--- config.mk ---
export PLATFORM = sky130hd
export DESIGN_NAME = inst_fetch_queue
export DESIGN_NICKNAME = d
export VERILOG_FILES = /design/src/rtl/inst_fetch_queue.sv
export SDC_FILE = /design/constraint.sdc
export NUM_CORES = 2
export LEC_CHECK = 0
export BUFFER_PORTS_ARGS = -buffer_cell sky130_fd_sc_hd__buf_4
export CAP_MARGIN = 10
export CORE_ASPECT_RATIO = 1.1
export CORE_MARGIN = 5
export CORE_UTILIZATION = 48
export CTS_CLUSTER_DIAMETER = 40
export DETAILED_ROUTE_END_ITERATION = 10
export HOLD_SLACK_MARGIN = 0.02
export PLACE_DENSITY_LB_ADDON = 0.3
export SYNTH_ARGS = -nofsm -noshare
export SYNTH_HDL_FRONTEND = slang
export SYNTH_SLANG_ARGS = --single-unit
--- constraint.sdc ---
create_clock -name clk -period 9.1 [get_ports clk]
set_input_delay 1.365 -clock clk [delete_from_list [all_inputs] [get_ports clk]]
set_output_delay 1.365 -clock clk [all_outputs]
set_load 0.01 [all_outputs]
--- src/rtl/inst_fetch_queue.sv ---
// ---------------------------------------------------------------------------
// inst_fetch_queue
//   Instruction queue between fetch and the dual-issue decode stage.
//   Fetch pushes up to two {pc, instr} pairs per cycle; decode sees the two
//   oldest entries combinationally and pops 0, 1 or 2 of them per cycle.
//   Invalid read slots read as all-zero (instr 0 is a NOP to decode).
//
// Optional feature (macro INST_FETCH_QUEUE_EXCP_EN):
//   When defined, every entry also carries a 1-bit fetch address-error tag
//   (wr_adel0/1 in, rd_adel0/1 out). Tags are cleared by rst and flush.
//
// Ports:
//   clk, rst          clock, synchronous active-high reset
//   flush             drop all entries (mispredict / exception / eret)
//   wr_en[1:0]        per-slot write valid (00, 01, 11 legal)
//   wr_pc0/1, wr_instr0/1   write slot data, slot 0 is older
//   almost_full       fewer than 2 free entries
//   empty             no entries
//   rd_num[1:0]       entries consumed by decode this cycle
//   rd_valid0/1, rd_pc0/1, rd_instr0/1   head and head+1 view
// ---------------------------------------------------------------------------
module inst_fetch_queue #(
   parameter int DEPTH = 16,
   parameter int PTR_W = $clog2(DEPTH)
) (
   input  logic        clk,
   input  logic        rst,
   input  logic        flush,
   input  logic [1:0]  wr_en,
   input  logic [31:0] wr_pc0,
   input  logic [31:0] wr_instr0,
   input  logic [31:0] wr_pc1,
   input  logic [31:0] wr_instr1,
`ifdef INST_FETCH_QUEUE_EXCP_EN
   input  logic        wr_adel0,
   input  logic        wr_adel1,
   output logic        rd_adel0,
   output logic        rd_adel1,
`endif
   output logic        almost_full,
   output logic        empty,
   input  logic [1:0]  rd_num,
   output logic        rd_valid0,
   output logic [31:0] rd_pc0,
   output logic [31:0] rd_instr0,
   output logic        rd_valid1,
   output logic [31:0] rd_pc1,
   output logic [31:0] rd_instr1
);

   localparam logic [PTR_W:0]   DEPTH_C = (PTR_W+1)'(DEPTH);
   localparam logic [PTR_W-1:0] ONE     = PTR_W'(1);

   // Storage is intentionally not reset; validity comes from count alone.
   logic [31:0] mem_pc    [DEPTH];
   logic [31:0] mem_instr [DEPTH];
`ifdef INST_FETCH_QUEUE_EXCP_EN
   logic [DEPTH-1:0] mem_adel;
`endif

   logic [PTR_W-1:0] wr_ptr;
   logic [PTR_W-1:0] rd_ptr;
   logic [PTR_W:0]   count;

   logic [1:0]       wr_num;
   logic [1:0]       wr_acc;
   logic [1:0]       rd_cap;
   logic [1:0]       rd_eff;
   logic [PTR_W:0]   free;
   logic [PTR_W-1:0] rd_ptr1;
   logic [PTR_W-1:0] wr_ptr1;

   // ---------------- write / pop bookkeeping ----------------
   always_comb begin
      // 2'b10 is illegal and behaves as no write
      case (wr_en)
         2'b01:   wr_num = 2'd1;
         2'b11:   wr_num = 2'd2;
         default: wr_num = 2'd0;
      endcase

      // Acceptance uses the pre-pop count, so a pop in the same cycle
      // never makes room for that cycle's write. All-or-nothing.
      free   = DEPTH_C - count;
      wr_acc = (free >= (PTR_W+1)'(wr_num)) ? wr_num : 2'd0;

      // Only two read ports exist, so rd_num=3 caps at 2, then at count.
      rd_cap = (rd_num == 2'd3) ? 2'd2 : rd_num;
      if (count < (PTR_W+1)'(rd_cap))
         rd_eff = count[1:0];
      else
         rd_eff = rd_cap;

      rd_ptr1 = rd_ptr + ONE;
      wr_ptr1 = wr_ptr + ONE;
   end

   // ---------------- pointer / count state ----------------
   always_ff @(posedge clk) begin
      if (rst || flush) begin
         wr_ptr <= '0;
         rd_ptr <= '0;
         count  <= '0;
      end else begin
         wr_ptr <= wr_ptr + PTR_W'(wr_acc);
         rd_ptr <= rd_ptr + PTR_W'(rd_eff);
         count  <= count + (PTR_W+1)'(wr_acc) - (PTR_W+1)'(rd_eff);
      end
   end

   // ---------------- storage writes ----------------
   always_ff @(posedge clk) begin
      if (!rst && !flush) begin
         if (wr_acc != 2'd0) begin
            mem_pc[wr_ptr]    <= wr_pc0;
            mem_instr[wr_ptr] <= wr_instr0;
         end
         if (wr_acc == 2'd2) begin
            mem_pc[wr_ptr1]    <= wr_pc1;
            mem_instr[wr_ptr1] <= wr_instr1;
         end
      end
   end

`ifdef INST_FETCH_QUEUE_EXCP_EN
   // Tags are small enough to clear outright on rst/flush.
   always_ff @(posedge clk) begin
      if (rst || flush) begin
         mem_adel <= '0;
      end else begin
         if (wr_acc != 2'd0) mem_adel[wr_ptr]  <= wr_adel0;
         if (wr_acc == 2'd2) mem_adel[wr_ptr1] <= wr_adel1;
      end
   end
`endif

   // ---------------- read view ----------------
   assign rd_valid0   = (count != '0);
   assign rd_valid1   = (count >= (PTR_W+1)'(2));
   assign rd_pc0      = rd_valid0 ? mem_pc[rd_ptr]     : 32'h0;
   assign rd_instr0   = rd_valid0 ? mem_instr[rd_ptr]  : 32'h0;
   assign rd_pc1      = rd_valid1 ? mem_pc[rd_ptr1]    : 32'h0;
   assign rd_instr1   = rd_valid1 ? mem_instr[rd_ptr1] : 32'h0;
`ifdef INST_FETCH_QUEUE_EXCP_EN
   assign rd_adel0    = rd_valid0 & mem_adel[rd_ptr];
   assign rd_adel1    = rd_valid1 & mem_adel[rd_ptr1];
`endif

   assign almost_full = (free < (PTR_W+1)'(2));
   assign empty       = (count == '0);

   // ---------------- protocol checks ----------------
   // A dropped write means fetch ignored almost_full; it is reported but
   // the queue stays consistent, so it does not stop simulation.
   always_ff @(posedge clk) begin
      if (!rst) begin
         assert (wr_en != 2'b10)
            else $error("inst_fetch_queue: illegal wr_en pattern 2'b10");
         if (!flush)
            assert (wr_acc == wr_num)
               else $warning("inst_fetch_queue: write dropped, queue full");
      end
   end

endmodule

* Word level (Yosys, flattened, before mapping)
Memory sizes are Yosys's and may differ from the RTL's. A register that Yosys moved wholly into a read port is not among the register bits.
Cells that the tools add are included.
** Storage, ports and cells
- Bits in registers :: 13
- Bits in latches :: 0
- RAM bits :: 1024
- Bits in read-only memories :: 0
- Input port bits :: 135
- Output and inout port bits :: 132
- Word-level logic and storage cells :: 43
- Memories kept :: 2
** Operators by class
- Add/subtract/negate cells :: 7
- Multiply operators :: 0
- Div/mod/pow operators :: 0
- Magnitude comparators :: 4
- Equal/unequal tests :: 4
- Shift-type cells :: 0
- Muxes and demuxes :: 16
- Bitwise logic cells :: 0
- Reduce and logical (&&, ||, !) cells :: 7
** Memories
- mem_instr :: words 16, bits a word 32, read ports 2, clocked after Yosys merged registers in 1, wr ports 2, line 56 : logic [31:0] mem_instr [DEPTH];
- mem_pc :: words 16, bits a word 32, read ports 2, clocked after Yosys merged registers in 1, wr ports 2, line 55 : logic [31:0] mem_pc [DEPTH];
** Operators with widths (number)
- $mux 32 :: 4
- $add 4x1->4 const B :: 2
- $add 4x2->4 :: 2
- $mux 4 :: 2
- $eq 2x2->1 const B :: 3
- $mux 1 :: 6
- $mux 2 :: 3
- $add 5x2->5 :: 1
- $ge 5x2->1 :: 1
- $ge 5x2->1 const B :: 1
- $logic_not 5->1 :: 1
- $lt 5x2->1 :: 1
- $lt 5x2->1 const B :: 1
- $reduce_bool 5->1 :: 1
- $sub 5x2->5 :: 1
- $sub 5x5->5 const A :: 1
- $pmux 2 s2 :: 1
- $eq 2x1->1 const B :: 1
- $logic_not 1->1 :: 2
- $reduce_bool 2->1 :: 1
- $logic_and 1x1->1 :: 1
- $logic_or 1x1->1 :: 1

* Logic depth before layout (Yosys ltp)
- Depth after elaboration :: 8
- Depth in mapped cells :: 18
- Gate-level depth less buffers :: 16

* Worst setup path before layout
Ideal clock, no wire load.
- Path type :: input to register
- From :: in wr_en[0]
- To :: mem mem_instr[0][0], enable pin
- Setup time :: 0.575 ns
- Arrival time :: 7.080 ns
- Required time :: 8.525 ns
- Path slack :: 1.445 ns
- Stages :: 9
- Path buffers :: 2
- Cells stage by stage :: clkbuf_1 -> nor2b_1 -> ha_1 -> nand2b_1 -> a21oi_1 -> o211ai_2 -> buf_4 -> nand4_1 -> o21ai_0
** RTL lines
- from (decl) :: line 29 : input logic [1:0] wr_en,
- to (decl) :: line 56

* Final worst setup path
- From :: reg rd_ptr[1]
- To :: out rd_pc1[30]
** On the way
- Longest elaborated chain between the ends :: 3
** RTL lines
- from (decl) :: line 62 : logic [PTR_W-1:0] rd_ptr;
- from (signal assigned) :: line 106 : rd_ptr <= rd_ptr + PTR_W'(rd_eff);
- $add 4x1->4 :: line 94 : rd_ptr1 = rd_ptr + ONE;
- $mem_v2 16x32
- $mux 32 :: line 142 : assign rd_pc1 = rd_valid1 ? mem_pc[rd_ptr1] : 32'h0;
- to (decl) :: line 47 : output logic [31:0] rd_pc1,
No other way between the ends.

==> impl_metrics.json <==
{
  "port_buffers": 266,
  "relSlewSlack_pct": 15.6,
  "synthAdderAreaFrac_pct": 0.500,
  "firstDrtPassIters": 5,
  "synth_top_family_by_area": "multiplexers",
  "die_w_um": 350,
  "cts_tree": "yes",
  "ctsResizeCount": 0,
  "grt_pass1_vias": 38800,
  "power_density_nw_per_um2": 248,
  "grt-ovfl-total": 0,
  "vias": 38000,
  "track_usage_pct": 28.5,
  "clk_latency_ns": 0.80,
  "switching_share_pct": 32.2,
  "ys_seq_elements": 1037,
  "clock_skew_ns": 0.0423,
  "period_needed_ns": 6.51,
  "finalHoldViolations": 0,
  "synth-compound-area-share_pct": 2.87,
  "yosysWarnings": 0,
  "yosysSeqAreaShare_pct": 50.8,
  "synthMuxAreaShare_pct": 39.5,
  "rsz0062_at_grt": "no",
  "clkPwrFrac_pct": 37.2,
  "startpoint_type": "flip-flop",
  "htreeDepth": 4,
  "ant_nets": 0,
  "max_clock_freq_mhz": 154,
  "setup_ws_ns": 2.59,
  "async_reset_ff_share_pct": 0,
  "die_h_um": 384,
  "syn-instance-count": 3699,
  "drive_above_1_share_pct": 55.3,
  "status": "finished clean",
  "crit_arrival_ns": 5.15,
  "vias_per_cell": 6.76,
  "cp_data_required_time_ns": 7.74,
  "setup_viol": 0,
  "tightest_slew_ns": 1.26,
  "crit_type": "reg -> out",
  "ir_drop_mv": 0.310,
  "drv_slew": 0,
  "grt_first_pass_wirelength_mm": 276,
  "drc": 0,
  "ctsHoldBuffers": 0,
  "pwr-share-seq_pct": 31.2,
  "internal-power_uw": 11700,
  "p_leak_uw": 0.0230,
  "hold_class": "reg -> reg",
  "die-area_sq_um": 134000,
  "final_net_count": 3953,
  "hpwl_mm": 103,
  "root_buffer": "clkbuf_16",
  "synth_ff_type": "edfxtp_1",
  "end_kind": "primary output",
  "rows": 137,
  "drt_iter0_markers": 4805,
  "setup_tns_ns": 0,
  "start_util_pct": 48.2,
  "hold_depth": 2,
  "synth_fp_nets": 3856,
  "drt-total-wl_mm": 193,
  "wl_per_cell_um": 34.3,
  "drv_cap": 0,
  "period_share_pct": 71.6,
  "path_max_fanout": 44,
  "reg2regPathDepth": 9,
  "syn_area_per_cell_sq_um": 16.5,
  "power_switching_uw": 5560,
  "yosys.area_share.xor_xnor_pct": 0.0861,
  "netlist_area_sq_um": 61100,
  "gp_congestion": 0.813,
  "yosys.area_share.simple_pct": 2.45,
  "antenna_found_initial": 17,
  "postCtsSetupBuffers": 0,
  "synth.distinct_cells": 52,
  "grt_start_max_net_pins": 130,
  "dp_slack_ns": 3.38,
  "clk_pin_slew_ns": 0.05,
  "clockBufferDepth": 3,
  "comb_power_share_pct": 31.6,
  "core-area_sq_um": 127000,
  "io_pins": 267,
  "areaGrowthSynthToFinish_pct": 14.0,
  "numCtsBuffers": 167,
  "cts_sinks": 1037,
  "synth_edf_count": 1024,
  "reg2reg_slack_ns": 4.30
}
[cell families (layout without fill, tap and decap cells)]
kind of cell	Yosys count	in the layout
other	0	13
adders and majority gates	22	22
DFF	1037	1037
xor gates and xnor gates	6	6
buffers and inverters	445	680
and+or+nand+nor	294	294
AOI/OAI and AO/OA	250	250
muxes	1645	1645
[worst max-delay path, stage by stage, from the launching register on]
cell and delay [ns]:
dfxtp_4 0.72, buf_4 0.81, nand3_1 0.15, nor2_1 0.29, a22o_4 0.65, buf_4 0.67, a22oi_1 0.19, a31oi_1 0.61
buf_4 0.24
[Yosys cell counts, drive strengths merged, types with 16 or more instances]
library cell / number / area (sq um)
mux2: 1030 / 11800
edfxtp: 1024 / 30700
mux4: 491 / 11100
buf: 216 / 1470
clkbuf: 206 / 773
mux2i: 124 / 1240
nand2: 124 / 465
a22oi: 69 / 518
nand2b: 67 / 419
a31oi: 64 / 400
o22ai: 44 / 282
nor2: 35 / 134
nand4: 31 / 239
inv: 22 / 82.6
ha: 18 / 225
o211ai: 17 / 133
a32oi: 16 / 140
[routing by layer]
metal / vias to the layer above / track usage [%] / wire, um
li1: 15500 / - / -
met5: - / 0 / 58
met3: 459 / 6.18 / 19400
met4: 10 / 10.9 / 7770
met1: 19900 / 37.3 / 71200
met2: 2107 / 46.8 / 94100
[final cells by class]
class | instances | area [sq um]
tap | 1668 | 2090
sequential | 1037 | 31000
inverter | 23 | 91.3
timing repair buffer | 350 | 2720
antenna | 13 | 32.5
multi-input combinational | 2217 | 28000
fill | 10000 | 57100
clock inverter | 117 | 1250
clock buffer | 190 | 4410
[sequential cells by signal, summed over array words and instances, names as in the netlist]
register	cells
mem_instr	512
mem_pc	512
count	5
rd_ptr	4
wr_ptr	4
[metrics by stage]
stage / hold WS [ns] / cells / power (uW) / instance area, sq um / utilization (%)
floorplan: 0.532 / 3699 / 8740 / 61100 / -
global placement: 0.562 / 5295 / 10900 / 63900 / 50.4
detailed placement: 0.567 / 5295 / 11000 / 63900 / 50.4
CTS: 0.574 / 5602 / 17400 / 69600 / 54.9
global route: 0.624 / 5605 / 17900 / 69600 / 54.9
finish: 0.577 / 5615 / 17300 / 69600 / 54.9
[power by group through the flow]
stage / sequential, uW / clock, uW / combinational (uW)
detailed placement: 5490 / 0 / 5470
finish: 5400 / 6420 / 5460
floorplan: 5440 / 0 / 3300
global route: 5400 / 6720 / 5770
global placement: 5490 / 0 / 5440
CTS: 5400 / 6490 / 5500
[path summary, 6_finish.rpt]
check / from / end
worst min-delay path: wr_ptr[3]$_SDFF_PP0_ / wr_ptr[3]$_SDFF_PP0_
worst min register to register: wr_ptr[3]$_SDFF_PP0_ / wr_ptr[3]$_SDFF_PP0_
worst max-delay path: rd_ptr[1]$_SDFF_PP0_ / rd_pc1[30]
worst max register to register: count[1]$_SDFF_PP0_ / mem_instr[1][23]$_DFFE_PP_
[cell usage in the layout, fill, tap and decap left out, drive strengths merged, types with 2 or more instances in the layout]
| master | synthesis | layout |
|---|---|---|
| mux2 | 1030 | 1030 |
| clkbuf | 206 | 190 |
| nand2b | 67 | 67 |
| o211a | 5 | 5 |
| a31oi | 64 | 64 |
| ha | 18 | 18 |
| nand3 | 9 | 9 |
| mux4 | 491 | 491 |
| or2 | 3 | 3 |
| o22ai | 44 | 44 |
| nand2 | 124 | 124 |
| xnor2 | 5 | 5 |
| nor2 | 35 | 35 |
| edfxtp | 1024 | 1024 |
| a21oi | 11 | 11 |
| and4 | 3 | 3 |
| a21o | 2 | 2 |
| a22oi | 69 | 69 |
| nand4 | 31 | 31 |
| clkinvlp | 0 | 18 |
| nor2b | 8 | 8 |
| dfxtp | 13 | 13 |
| o21ai | 11 | 11 |
| bufinv | 0 | 16 |
| diode | 0 | 13 |
| fa | 4 | 4 |
| buf | 216 | 350 |
| o211ai | 17 | 17 |
| a2bb2oi | 6 | 6 |
| clkinv | 1 | 46 |
| mux2i | 124 | 124 |
| or3 | 2 | 2 |
| and2 | 8 | 8 |
| a32oi | 16 | 16 |
| nand4b | 3 | 3 |
| inv | 22 | 60 |
Note: power is estimated with default switching activity, not from simulation.
